`src/rtl/nand_sequencer_if.sv`:
```
// Requester-side bundle for the NAND sequencer: start/done handshake, operands,
// result and NAND-evaluation counter.
interface nand_sequencer_if #(
  parameter int WIDTH = 4,
  parameter int CNT_W = 16
);
  logic             start;
  logic [2:0]       op;
  logic [WIDTH-1:0] a;
  logic [WIDTH-1:0] b;
  logic             busy;
  logic             done;
  logic             err;
  logic [WIDTH-1:0] y;
  logic [CNT_W-1:0] nand_count;

  modport master (
    output start, op, a, b,
    input  busy, done, err, y, nand_count
  );

  modport slave (
    input  start, op, a, b,
    output busy, done, err, y, nand_count
  );
endinterface

```
`src/rtl/nand_sequencer.sv`:
```
// Evaluates a two-input bitwise function by time-multiplexing one WIDTH-bit NAND
// stage over a per-operation micro-sequence, with scratch registers between steps.
module nand_sequencer #(
  parameter int WIDTH = 4,
  parameter int CNT_W = 16
) (
  input  logic            clk,
  input  logic            rst_n,
  nand_sequencer_if.slave bus
);

  typedef enum logic [1:0] {IDLE, EXEC, ERR} state_t;

  localparam logic [2:0] OP_NAND = 3'd0;
  localparam logic [2:0] OP_AND  = 3'd1;
  localparam logic [2:0] OP_OR   = 3'd2;
  localparam logic [2:0] OP_NOR  = 3'd3;
  localparam logic [2:0] OP_XOR  = 3'd4;
  localparam logic [2:0] OP_XNOR = 3'd5;
  localparam logic [2:0] OP_NOT  = 3'd6;
  localparam logic [2:0] OP_ILL  = 3'd7;

  // Destination of the current NAND step: result register or one scratch word.
  localparam logic [2:0] DST_Y  = 3'd0;
  localparam logic [2:0] DST_W1 = 3'd1;
  localparam logic [2:0] DST_W2 = 3'd2;
  localparam logic [2:0] DST_W3 = 3'd3;
  localparam logic [2:0] DST_W4 = 3'd4;

  state_t           state_reg;
  logic [2:0]       op_reg;
  logic [2:0]       step_reg;
  logic [WIDTH-1:0] a_reg;
  logic [WIDTH-1:0] b_reg;
  logic [WIDTH-1:0] w1_reg;
  logic [WIDTH-1:0] w2_reg;
  logic [WIDTH-1:0] w3_reg;
  logic [WIDTH-1:0] w4_reg;
  logic [WIDTH-1:0] y_reg;
  logic             done_reg;
  logic             err_reg;
  logic [CNT_W-1:0] cnt_reg;

  logic [WIDTH-1:0] nand_x;
  logic [WIDTH-1:0] nand_z;
  logic [WIDTH-1:0] nand_out;
  logic [2:0]       dst;
  logic             last;

  // Operand routing for the shared stage; anything not listed is the final y step.
  always_comb begin
    nand_x = a_reg;
    nand_z = b_reg;
    dst    = DST_Y;
    last   = 1'b1;
    case (op_reg)
      OP_NOT: nand_z = a_reg;
      OP_AND: begin
        case (step_reg)
          3'd0:    begin dst = DST_W1; last = 1'b0; end
          default: begin nand_x = w1_reg; nand_z = w1_reg; end
        endcase
      end
      OP_OR, OP_NOR: begin
        case (step_reg)
          3'd0: begin nand_z = a_reg; dst = DST_W1; last = 1'b0; end
          3'd1: begin nand_x = b_reg; dst = DST_W2; last = 1'b0; end
          3'd2: begin
            nand_x = w1_reg;
            nand_z = w2_reg;
            if (op_reg == OP_NOR) begin
              dst  = DST_W3;
              last = 1'b0;
            end
          end
          default: begin nand_x = w3_reg; nand_z = w3_reg; end
        endcase
      end
      OP_XOR, OP_XNOR: begin
        case (step_reg)
          3'd0: begin dst = DST_W1; last = 1'b0; end
          3'd1: begin nand_z = w1_reg; dst = DST_W2; last = 1'b0; end
          3'd2: begin nand_x = b_reg; nand_z = w1_reg; dst = DST_W3; last = 1'b0; end
          3'd3: begin
            nand_x = w2_reg;
            nand_z = w3_reg;
            if (op_reg == OP_XNOR) begin
              dst  = DST_W4;
              last = 1'b0;
            end
          end
          default: begin nand_x = w4_reg; nand_z = w4_reg; end
        endcase
      end
      default: ;
    endcase
  end

  generate
    for (genvar gi = 0; gi < WIDTH; gi++) begin : g_nand
      assign nand_out[gi] = ~(nand_x[gi] & nand_z[gi]);
    end
  endgenerate

  always_ff @(posedge clk or negedge rst_n) begin
    if (!rst_n) begin
      state_reg <= IDLE;
      op_reg    <= '0;
      step_reg  <= '0;
      a_reg     <= '0;
      b_reg     <= '0;
      w1_reg    <= '0;
      w2_reg    <= '0;
      w3_reg    <= '0;
      w4_reg    <= '0;
      y_reg     <= '0;
      done_reg  <= 1'b0;
      err_reg   <= 1'b0;
      cnt_reg   <= '0;
    end else begin
      done_reg <= 1'b0;
      err_reg  <= 1'b0;
      case (state_reg)
        IDLE: begin
          if (bus.start) begin
            a_reg     <= bus.a;
            b_reg     <= bus.b;
            op_reg    <= bus.op;
            step_reg  <= '0;
            state_reg <= (bus.op == OP_ILL) ? ERR : EXEC;
          end
        end
        EXEC: begin
          case (dst)
            DST_W1:  w1_reg <= nand_out;
            DST_W2:  w2_reg <= nand_out;
            DST_W3:  w3_reg <= nand_out;
            DST_W4:  w4_reg <= nand_out;
            default: y_reg  <= nand_out;
          endcase
          if (cnt_reg != '1) begin
            cnt_reg <= cnt_reg + 1'b1;
          end
          step_reg <= step_reg + 3'd1;
          if (last) begin
            done_reg  <= 1'b1;
            state_reg <= IDLE;
          end
        end
        ERR: begin
          done_reg  <= 1'b1;
          err_reg   <= 1'b1;
          state_reg <= IDLE;
        end
        default: state_reg <= IDLE;
      endcase
    end
  end

  assign bus.busy       = (state_reg != IDLE);
  assign bus.done       = done_reg;
  assign bus.err        = err_reg;
  assign bus.y          = y_reg;
  assign bus.nand_count = cnt_reg;

endmodule
```
`src/flat_wrapper.sv`:
```
// flat-port wrapper written by rule: the top's interface ports become plain ports
module nand_sequencer_flat 
#(
  parameter int WIDTH = 4,
  parameter int CNT_W = 16
)
  (clk, rst_n, bus_start, bus_op, bus_a, bus_b, bus_busy, bus_done, bus_err, bus_y, bus_nand_count);
  nand_sequencer_if #(.WIDTH(WIDTH), .CNT_W(CNT_W)) bus_i ();
  input  logic clk;
  input  logic rst_n;
  input wire logic [$bits(bus_i.start)-1:0] bus_start;
  input wire logic [$bits(bus_i.op)-1:0] bus_op;
  input wire logic [$bits(bus_i.a)-1:0] bus_a;
  input wire logic [$bits(bus_i.b)-1:0] bus_b;
  output wire logic [$bits(bus_i.busy)-1:0] bus_busy;
  output wire logic [$bits(bus_i.done)-1:0] bus_done;
  output wire logic [$bits(bus_i.err)-1:0] bus_err;
  output wire logic [$bits(bus_i.y)-1:0] bus_y;
  output wire logic [$bits(bus_i.nand_count)-1:0] bus_nand_count;
  assign bus_i.start = bus_start;
  assign bus_i.op = bus_op;
  assign bus_i.a = bus_a;
  assign bus_i.b = bus_b;
  assign bus_busy = bus_i.busy;
  assign bus_done = bus_i.done;
  assign bus_err = bus_i.err;
  assign bus_y = bus_i.y;
  assign bus_nand_count = bus_i.nand_count;
  nand_sequencer #(.WIDTH(WIDTH), .CNT_W(CNT_W)) u_core (.clk(clk), .rst_n(rst_n), .bus(bus_i));
endmodule
```
`config.mk`:
```
export PLATFORM = sky130hd
export DESIGN_NAME = nand_sequencer_flat
export DESIGN_NICKNAME = d
export VERILOG_FILES = /design/src/rtl/nand_sequencer_if.sv /design/src/rtl/nand_sequencer.sv /design/src/flat_wrapper.sv
export SDC_FILE = /design/constraint.sdc
export NUM_CORES = 1
export LEC_CHECK = 0
export ABC_AREA = 1
export BUFFER_PORTS_ARGS = -buffer_cell sky130_fd_sc_hd__clkbuf_2
export CAP_MARGIN = 30
export CORE_ASPECT_RATIO = 0.7
export CORE_MARGIN = 4
export CORE_UTILIZATION = 42
export CTS_CLUSTER_DIAMETER = 30
export DETAILED_ROUTE_END_ITERATION = 7
export PLACE_DENSITY = 0.61
export SKIP_CTS_REPAIR_TIMING = 1
export SLEW_MARGIN = 20
export SYNTH_ARGS = -nofsm -noshare
export SYNTH_HDL_FRONTEND = slang
export SYNTH_SLANG_ARGS = --single-unit
```
`constraint.sdc`:
```
create_clock -name clk -period 2 [get_ports clk]
set_clock_uncertainty 0.1 [all_clocks]
set_input_delay 0.1 -clock clk [delete_from_list [all_inputs] [get_ports clk]]
set_output_delay 0.1 -clock clk [all_outputs]
set_load 0.03 [all_outputs]
```
# [Yosys cells after proc, flatten, opt, wreduce, memory -nomap -nowiden]
# Index checks and enable logic that the tools add are counted.
[totals] word_cells=91 register_bits=54 input_bits=14 out_inout_bits=23
[classes] mux=29 bitwise_logic=9 addsub=2 n_reduce_logical=19 eq_ne=19
[op_table] operator="$pmux W4 S3" n=5
[op_table] operator="$eq A3 B2 Y1 const B" n=6
[op_table] operator="$pmux W3 S3" n=2
[op_table] operator="$reduce_and A2 Y1" n=9
[op_table] operator="$add A16 B1 Y16 const B" n=1
[op_table] operator="$ne A16 B16 Y1 const B" n=1
[op_table] operator="$pmux W4 S4" n=1
[op_table] operator="$eq A3 B3 Y1 const B" n=5
[op_table] operator="$pmux W3 S4" n=1
[op_table] operator="$eq A3 B1 Y1 const B" n=3
[op_table] operator="$mux W2" n=4
[op_table] operator="$mux W4" n=2
[op_table] operator="$reduce_or A2 Y1" n=4
[op_table] operator="$mux W1" n=6
[op_table] operator="$mux W3" n=2
[op_table] operator="$pmux W1 S2" n=3
[op_table] operator="$pmux W3 S2" n=1
[op_table] operator="$not A1 Y1" n=5
[op_table] operator="$and A1 B1 Y1" n=4
[op_table] operator="$pmux W2 S2" n=1
[op_table] operator="$reduce_bool A2 Y1" n=2
[op_table] operator="$reduce_or A4 Y1" n=1
[op_table] operator="$add A3 B1 Y3 const B" n=1
[op_table] operator="$logic_not A3 Y1" n=1
[op_table] operator="other kinds (7)" n=7

# [Logic depth before layout (Yosys ltp)]
# Gate-level depths: netlist of the first run.
[depth] ltp_word=8 ltp_mapped=14 ltp_nobuf=13

# [Worst setup path before layout of the first run]
# OpenSTA, ideal clock, no wires.
[synth_path] path_kind="register to register" start="reg u_core.step_reg[2]" end="reg u_core.w4_reg[3]" arrival_ns=1.864 period_less_slack_ns=2.080 t_required_ns=1.783 stages_incl_launch_ff=13 path_buffers=3 path_slack_ns=-0.080 setup_ns=0.117 cell_sequence="dfrtp_1 -> inv_2 -> clkbuf_8 -> buf_4 -> ha_1 -> buf_2 -> inv_1 -> nor3_4 -> nand4_2 -> nor2_4 -> inv_2 -> nand2_1 -> nand2_1"
[synth_via] elab_chain_len=6 word_cells_on_any_way=22 classes_between="eq/ne: 4; mux: 12; bitwise: 2; reduce/logical: 4"
[synth_rtl] element="from (decl)" line_no="nand_sequencer.sv:32" rtl="logic [2:0] step_reg;"
[synth_rtl] element="from (signal assigned)" line_no="nand_sequencer.sv:144" rtl="step_reg <= step_reg + 3'd1;"
[synth_rtl] element="$eq A3 B1 Y1, or another cell as far along" line_no="nand_sequencer.sv:65, nand_sequencer.sv:80"
[synth_rtl] element="$reduce_or A2 Y1 (no source line)"
[synth_rtl] element="$pmux W4 S3" line_no="nand_sequencer.sv:80" rtl="case (step_reg)"
[synth_rtl] element="$pmux W4 S4 or $pmux W4 S3 (tied branches)" line_no="nand_sequencer.sv:56" rtl="case (op_reg)"
[synth_rtl] element="$and A1 B1 Y1" line_no="nand_sequencer.sv:101" rtl="assign nand_out[gi] = ~(nand_x[gi] & nand_z[gi]);"
[synth_rtl] element="$not A1 Y1" line_no="nand_sequencer.sv:101"
[synth_rtl] element="to (signal assigned)" line_no="nand_sequencer.sv:138" rtl="DST_W4: w4_reg <= nand_out;"
[synth_rtl] element="to (decl)" line_no="nand_sequencer.sv:38" rtl="logic [WIDTH-1:0] w4_reg;"
# Parallel ways exist; a longest one is shown, timed or not.
# A chain may end at the register's enable or synchronous reset.

# [Worst setup path in the final report of the first run]
[layout_path] start="reg u_core.step_reg[1]" end="reg u_core.w4_reg[3]"
# The elaborated chain is that of the path after synthesis.

==> results.tsv, run 1 <==
stage	metric	value	unit
sta	Max Fclk	0.517	GHz
synth	largest cells by area after synthesis	dfrtp_1 (37%), nand2_1 (21%), nand3_1 (8.6%), inv_1 (6.2%), o21ai_0 (3.4%)	
clock_network	H-tree level count	2	
status	status	finished, final reports clean	
pwr	Power Density	1740	nW/µm²
pwr	VDD IR max	0.982	mV
layout	Final Cell Area	4720	µm²
floorplan	CORE AREA	8480	µm²
floorplan	I/O pin cnt	37	
worst_setup_path	Req. time, crit path	2.09	ns
placement	DPL Wire Length	7980	µm
sta	Final Max Slew Viols	0	
synth	Main synth FF type	dfrtp_1	
routing	Avg Vias per Cell	4.93	
routing	vias after detailed routing	3575	
grt	pin count of the biggest net entering global routing	36	
worst_hold_path	worst min path class	primary input to flop	
routing	First-pass DRT Iterations	5	
sta	RSZ-0062 raised after global routing	yes	
routing	Routed Wire Length	10600	µm
synth	Post-synth top cells	nand2_1 (201), nand3_1 (63), inv_1 (61)	
worst_setup_path	CP Max Fanout	8	
worst_setup_path	CP Capture Type	flop	
layout	layout cells sized above 1	24.1	%
worst_hold_path	hold_sp	bus_start	
sta	Worst Setup Slack, final	0.0640	ns
synth	Mapped Avg Cell Area	6.98	µm²
routing	drt wl/cell	14.6	µm
synth	Seq/Total Area, Yosys	36.8	%
clock_network	clock tree from TritonCTS	done	
clock_network	clk_lat worst skew	0.30	ns
sta	Final Hold Fails	0	
layout	nets@finish	627	
sta	Worst slew margin	62.2	%
sta	worst hold margin	0.116	ns
worst_setup_path	Worst path slowest cell	dfrtp_1	
layout	Area Growth Syn to Fin	28.5	%
layout	n_diodes	0	
worst_setup_path	cell mode on critical path	nand2_1	
sta	worst-margin pin slew	0.567	ns
sta	post-route minimum period	1.94	ns
floorplan	height of the die	86.2	µm
routing	drt drc	0	
sta	Final setup viols	0	
worst_setup_path	crit-path cells	buf_4, ha_4, buf_6, a21oi_4, nand2_4, nand3_1, nand2_1, nand3_2, nand3_4, nand2_1, nand2_1	
routing	Final ANT Viol Nets	0	
worst_setup_path	slowest cell delay on critical path	0.41	ns
worst_setup_path	Critical Path AT	2.03	ns
layout	Largest register FFs	16	
synth	post-synthesis cell area	3670	µm²
grt	first-pass GRT wire length	16600	µm
placement	Post-Place Cell Area	4100	µm²
pwr	Total Power	8.20	mW
routing	initial DRC count	353	
synth	Async SR Flop Fraction	100	%
layout	fillers	831	
floorplan	die width	120	µm
clock_network	Max clock buf depth	2	
worst_setup_path	Crit. Startpoint	u_core.step_reg[1]$_DFFE_PN0P_	
grt	initial antenna violation count	0	
worst_setup_path	RR Startpoint	u_core.step_reg[1]$_DFFE_PN0P_	
synth	Yosys warnings	0	
synth	Cell variety after synth	35	
grt	total grt overflow	0	
synth	syn_nets	549	
worst_setup_path	critical path class	flop to flop	
placement	gpl congestion	0.965	
floorplan	Rows	28	
clock_network	Num CTS Buffers	5	
worst_setup_path	startpoint type of the worst setup path	flop	
clock_network	Worst-path clk slew	0.08	ns
synth	number of flops mapped to enable cells by yosys	0	
floorplan	die area	10300	µm²
grt	Total GRT Usage	20.1	%
sta	Tcrit/Tclk final	96.8	%
floorplan	initial cell density of the core	43.3	%
synth	post-synth top area cell	dfrtp_1	
grt	vias in the first global route	3272	
pwr	leak pwr	2.48	nW
clock_network	CTS sink count	54	
placement	port bufs	36	
synth	count leader, synth	nand2_1	
placement	worst slack, placed	-0.0601	ns
flow_run	Max Cap Violations	0	
synth	Synth Register Bits	54	
synth	Syn Inst Count	526	
synth	Yosys top cell area share	36.8	%
clock_network	root buffer cell	clkbuf_16	
[metal layers]
| layer | share of wire [%] | global-route usage (%) |
|---|---|---|
| met1 | 53 | 31.7 |
| met2 | 42 | 28.2 |
| met3 | 4.8 | 4.11 |
| met4 | 0.90 | 3.95 |
| met5 | 0 | 0 |
[final timing paths]
path	to	slack (ns)	depth (start not counted)
setup / recovery	u_core.w4_reg[3]$_DFFE_PN0P_	0.06	11
hold / removal	u_core.step_reg[0]$_DFFE_PN0P_	0.12	4
setup reg to reg	u_core.w4_reg[3]$_DFFE_PN0P_	0.06	11
hold reg to reg	u_core.bus.y[3]$_DFFE_PN0P_	0.38	2
max in group asynchronous	u_core.bus.nand_count[9]$_DFFE_PN0P_	0.99	3
min in group asynchronous	u_core.a_reg[0]$_DFFE_PN0P_	0.23	2
[power breakdown]
part	switching, mW	internal [mW]	total (mW)
Sequential	0.462	1.51	1.97
Combinational	3.39	1.92	5.32
Clock	0.445	0.473	0.918
Total	4.30	3.90	8.20
[cells in the final DEF, fill, tap and decap left out, drive strengths merged]
master       instances
clkinv               2
clkinvlp             1
nor4                 1
or2                  1
xor2                 9
nand2              208
nand3b               7
o22ai                1
nand4                8
inv                 73
o21ai               29
a21oi                2
o211ai               2
clkbuf              41
xnor2                4
dlygate4sd3         12
nor3                 6
dfrtp               54
buf                 33
nor2                31
nand3               71
ha                   9
[area by class of cell]
class | count | area, µm² | share of cell area (%)
Sequential cell | 54 | 1350 | 28.7
Clock inverter | 3 | 25.0 | 0.530
Tap cell | 120 | 150 | 3.18
Clock buffer | 5 | 125 | 2.65
Multi-Input combinational cell | 389 | 2180 | 46.2
Timing Repair Buffer | 81 | 603 | 12.8
Inverter | 73 | 282 | 5.97
[metrics by stage]
step | instances | util [%] | TNS [ns]
after CTS | 701 | 50.2 | -1.05
after global placement | 693 | 48.4 | -0.00778
after detailed placement | 693 | 48.4 | -0.664
after floorplan | 526 | - | 0
final | 725 | 55.7 | 0
after global routing | 725 | 55.7 | -0.286
[critical path: cells and delay by family, from the launching register on]
family / cells / cell delay [ns]
buffers and inverters: 2 / 0.28
DFF: 1 / 0.41
and+or+nand+nor: 7 / 0.63
AOI/OAI and AO/OA: 1 / 0.22
adders and majority gates: 1 / 0.18
[cells by family after synthesis]
kind of cell	synth area share, %
compound gates	5.62
buf+inv	9.71
fa+ha+maj	3.07
simple gates	41.7
xor+xnor	3.10
flops	36.8
No activity file was read; power rests on OpenSTA's default activity.
==> run 2: changes to the inputs <==
--- a/config.mk
+++ b/config.mk
@@ -13,6 +13,7 @@
 export CORE_UTILIZATION = 42
 export CTS_CLUSTER_DIAMETER = 30
 export DETAILED_ROUTE_END_ITERATION = 7
+export GPL_TIMING_DRIVEN = 0
 export PLACE_DENSITY = 0.61
 export SKIP_CTS_REPAIR_TIMING = 1
 export SLEW_MARGIN = 20
==> results.tsv, run 2 (synthesized netlist as in run 1, its figures left out) <==
stage	metric	value	unit	change
layout	Largest register FFs	16		unchanged
worst_hold_path	worst min path class	primary input to flop		unchanged
status	failing checks	negative setup slack		
worst_setup_path	Critical Path AT	2.17	ns	was 2.03 ns
pwr	VDD IR max	0.963	mV	was 0.982 mV
clock_network	clk_lat worst skew	0.31	ns	was 0.30 ns
routing	vias after detailed routing	3646		was 3,575
sta	Max Fclk	0.484	GHz	was 0.517 GHz
layout	Area Growth Syn to Fin	27.3	%	was 28.5%
clock_network	clock tree from TritonCTS	done		unchanged
routing	Routed Wire Length	10300	µm	was 10,600 µm
worst_setup_path	slowest cell delay on critical path	0.39	ns	was 0.41 ns
routing	Final ANT Viol Nets	0		unchanged
worst_setup_path	crit-path cells	inv_4, buf_8, buf_8, ha_4, buf_8, a21oi_4, nand2_4, nand3_1, nand2_1, nand3_2, nand3_4, nand2_1, nand2_1		was buf_4, ha_4, buf_6, a21oi_4, nand2_4, nand3_1, nand2_1, nand3_2, nand3_4, nand2_1, nand2_1
grt	pin count of the biggest net entering global routing	35		was 36
floorplan	initial cell density of the core	43.3	%	unchanged
layout	nets@finish	621		was 627
pwr	Power Density	1730	nW/µm²	was 1740 nW/µm²
grt	first-pass GRT wire length	16200	µm	was 16,600 µm
routing	initial DRC count	278		was 353
sta	Final Max Slew Viols	0		unchanged
layout	commonest cells after routing, fill and taps aside	nand2_1 (192), inv_1 (57), dfrtp_1 (54), nand3_1 (51), clkbuf_2 (36)		was nand2_1 (198), inv_1 (59), dfrtp_1 (52), nand3_1 (51), clkbuf_2 (36)
floorplan	Rows	28		unchanged
sta	Final setup viols	22		was 0
worst_setup_path	CP Capture Type	flop		unchanged
floorplan	height of the die	86.2	µm	unchanged
status	status	finished with violations		was finished, final reports clean
layout	Final Cell Area	4670	µm²	was 4720 µm²
placement	port bufs	36		unchanged
routing	drt drc	0		unchanged
sta	Worst Setup Slack, final	-0.0661	ns	was 0.0640 ns
grt	Total GRT Usage	19.9	%	was 20.1%
placement	gpl congestion	0.963		was 0.965
sta	post-route minimum period	2.07	ns	was 1.94 ns
sta	worst-margin pin slew	0.413	ns	was 0.567 ns
pwr	leak pwr	2.44	nW	was 2.48 nW
pwr	sequential power share	24.5	%	was 24.0%
placement	Post-Place Cell Area	4030	µm²	was 4100 µm²
floorplan	I/O pin cnt	37		unchanged
pwr	Logic pwr share	63.9	%	was 64.8%
floorplan	CORE AREA	8480	µm²	unchanged
sta	Final Hold Fails	0		unchanged
grt	total grt overflow	0		unchanged
sta	RSZ-0062 raised after global routing	yes		unchanged
clock_network	Worst-path clk slew	0.08	ns	about the same
grt	initial antenna violation count	0		unchanged
placement	DPL Wire Length	7730	µm	was 7980 µm
worst_setup_path	Req. time, crit path	2.10	ns	was 2.09 ns
clock_network	root buffer cell	clkbuf_16		unchanged
clock_network	Max clock buf depth	2		unchanged
clock_network	H-tree level count	2		unchanged
routing	First-pass DRT Iterations	5		unchanged
sta	Tcrit/Tclk final	103	%	was 96.8%
pwr	switching fraction of total power	52.8	%	was 52.4%
layout	n_diodes	0		unchanged
worst_setup_path	Worst path slowest cell	dfrtp_1		unchanged
pwr	Net Sw Power	4.26	mW	was 4.30 mW
layout	most common cell after layout, fill and taps aside	nand2_1		unchanged
routing	Avg Vias per Cell	5.07		was 4.93
sta	Worst slew margin	72.4	%	was 62.2%
pwr	clock network power share	11.6	%	was 11.2%
pwr	internal power	3.81	mW	was 3.90 mW
worst_setup_path	critical path class	flop to flop		unchanged
grt	vias in the first global route	3148		was 3,272
worst_setup_path	CP Max Fanout	8		unchanged
sta	worst hold margin	0.0945	ns	was 0.116 ns
clock_network	Num CTS Buffers	5		unchanged
flow_run	Max Cap Violations	0		unchanged
floorplan	die width	120	µm	unchanged
routing	drt wl/cell	14.4	µm	was 14.6 µm
layout	fillers	823		was 831
clock_network	CTS sink count	54		unchanged
worst_setup_path	startpoint type of the worst setup path	flop		unchanged
floorplan	die area	10300	µm²	unchanged
layout	layout cells sized above 1	24.4	%	was 24.1%
run 2: path summary, 6_finish.rpt:
check,startpoint,to,slack [ns],depth (start not counted)
max,u_core.step_reg[2]$_DFFE_PN0P_,u_core.bus.y[2]$_DFFE_PN0P_,-0.07,13
min,bus_start,u_core.step_reg[1]$_DFFE_PN0P_,0.09,4
max reg2reg,u_core.step_reg[2]$_DFFE_PN0P_,u_core.bus.y[2]$_DFFE_PN0P_,-0.07,13
min reg2reg,u_core.w4_reg[1]$_DFFE_PN0P_,u_core.w4_reg[1]$_DFFE_PN0P_,0.38,2
max in group asynchronous,rst_n,u_core.w3_reg[1]$_DFFE_PN0P_,1.14,3
min in group asynchronous,rst_n,u_core.a_reg[3]$_DFFE_PN0P_,0.16,2
run 2: worst max-delay path: cells and delay by family, from the launching register on:
family / cells / cell delay (ns)
simple gates: 7 / 0.66
compound gates: 1 / 0.19
fa+ha+maj: 1 / 0.15
flops: 1 / 0.39
buf+inv: 4 / 0.45
run 2: per-stage QoR:
stage | util, % | power (mW) | setup TNS (ns) | worst slack [ns] | cells
6_report | 55.1 | 8.07 | -0.986 | -0.0661 | 719
5_1_grt | 55.1 | 8.73 | -3.25 | -0.168 | 719
4_1_cts | 49.3 | 7.19 | -6.54 | -0.309 | 691
3_5_place_dp | 47.5 | 6.25 | -6.17 | -0.295 | 683
3_3_place_gp | 47.2 | 6.17 | -5.42 | -0.272 | 682
2_1_floorplan | - | 5.12 | 0 | 0.0123 | 526
run 2: final cells by class:
class	count	area [µm²]	share of cell area, %
Sequential cell	54	1350	28.9
Timing Repair Buffer	64	452	9.66
Buffer	10	113	2.41
Tap cell	120	150	3.21
Inverter	73	279	5.97
Clock buffer	5	125	2.68
Multi-Input combinational cell	390	2180	46.6
Clock inverter	3	25.0	0.535
run 2: power groups by stage:
stage | Combinational, mW | Clock [mW] | Sequential (mW)
CTS | 4.28 | 0.953 | 1.96
finish | 5.16 | 0.937 | 1.98
global route | 5.70 | 0.997 | 2.03
detailed placement | 4.27 | 0 | 1.98
global placement | 4.20 | 0 | 1.97
floorplan | 3.05 | 0 | 2.06
run 2: layer usage:
layer  global-route usage (%)  wire length (µm)  vias to the layer above
met3                     3.26               702                       14
li1                         -                 -                     1804
met2                     27.8              4150                      130
met5                        0                 0                        -
met1                     31.6              5340                     1698
met4                     4.99               140                        0
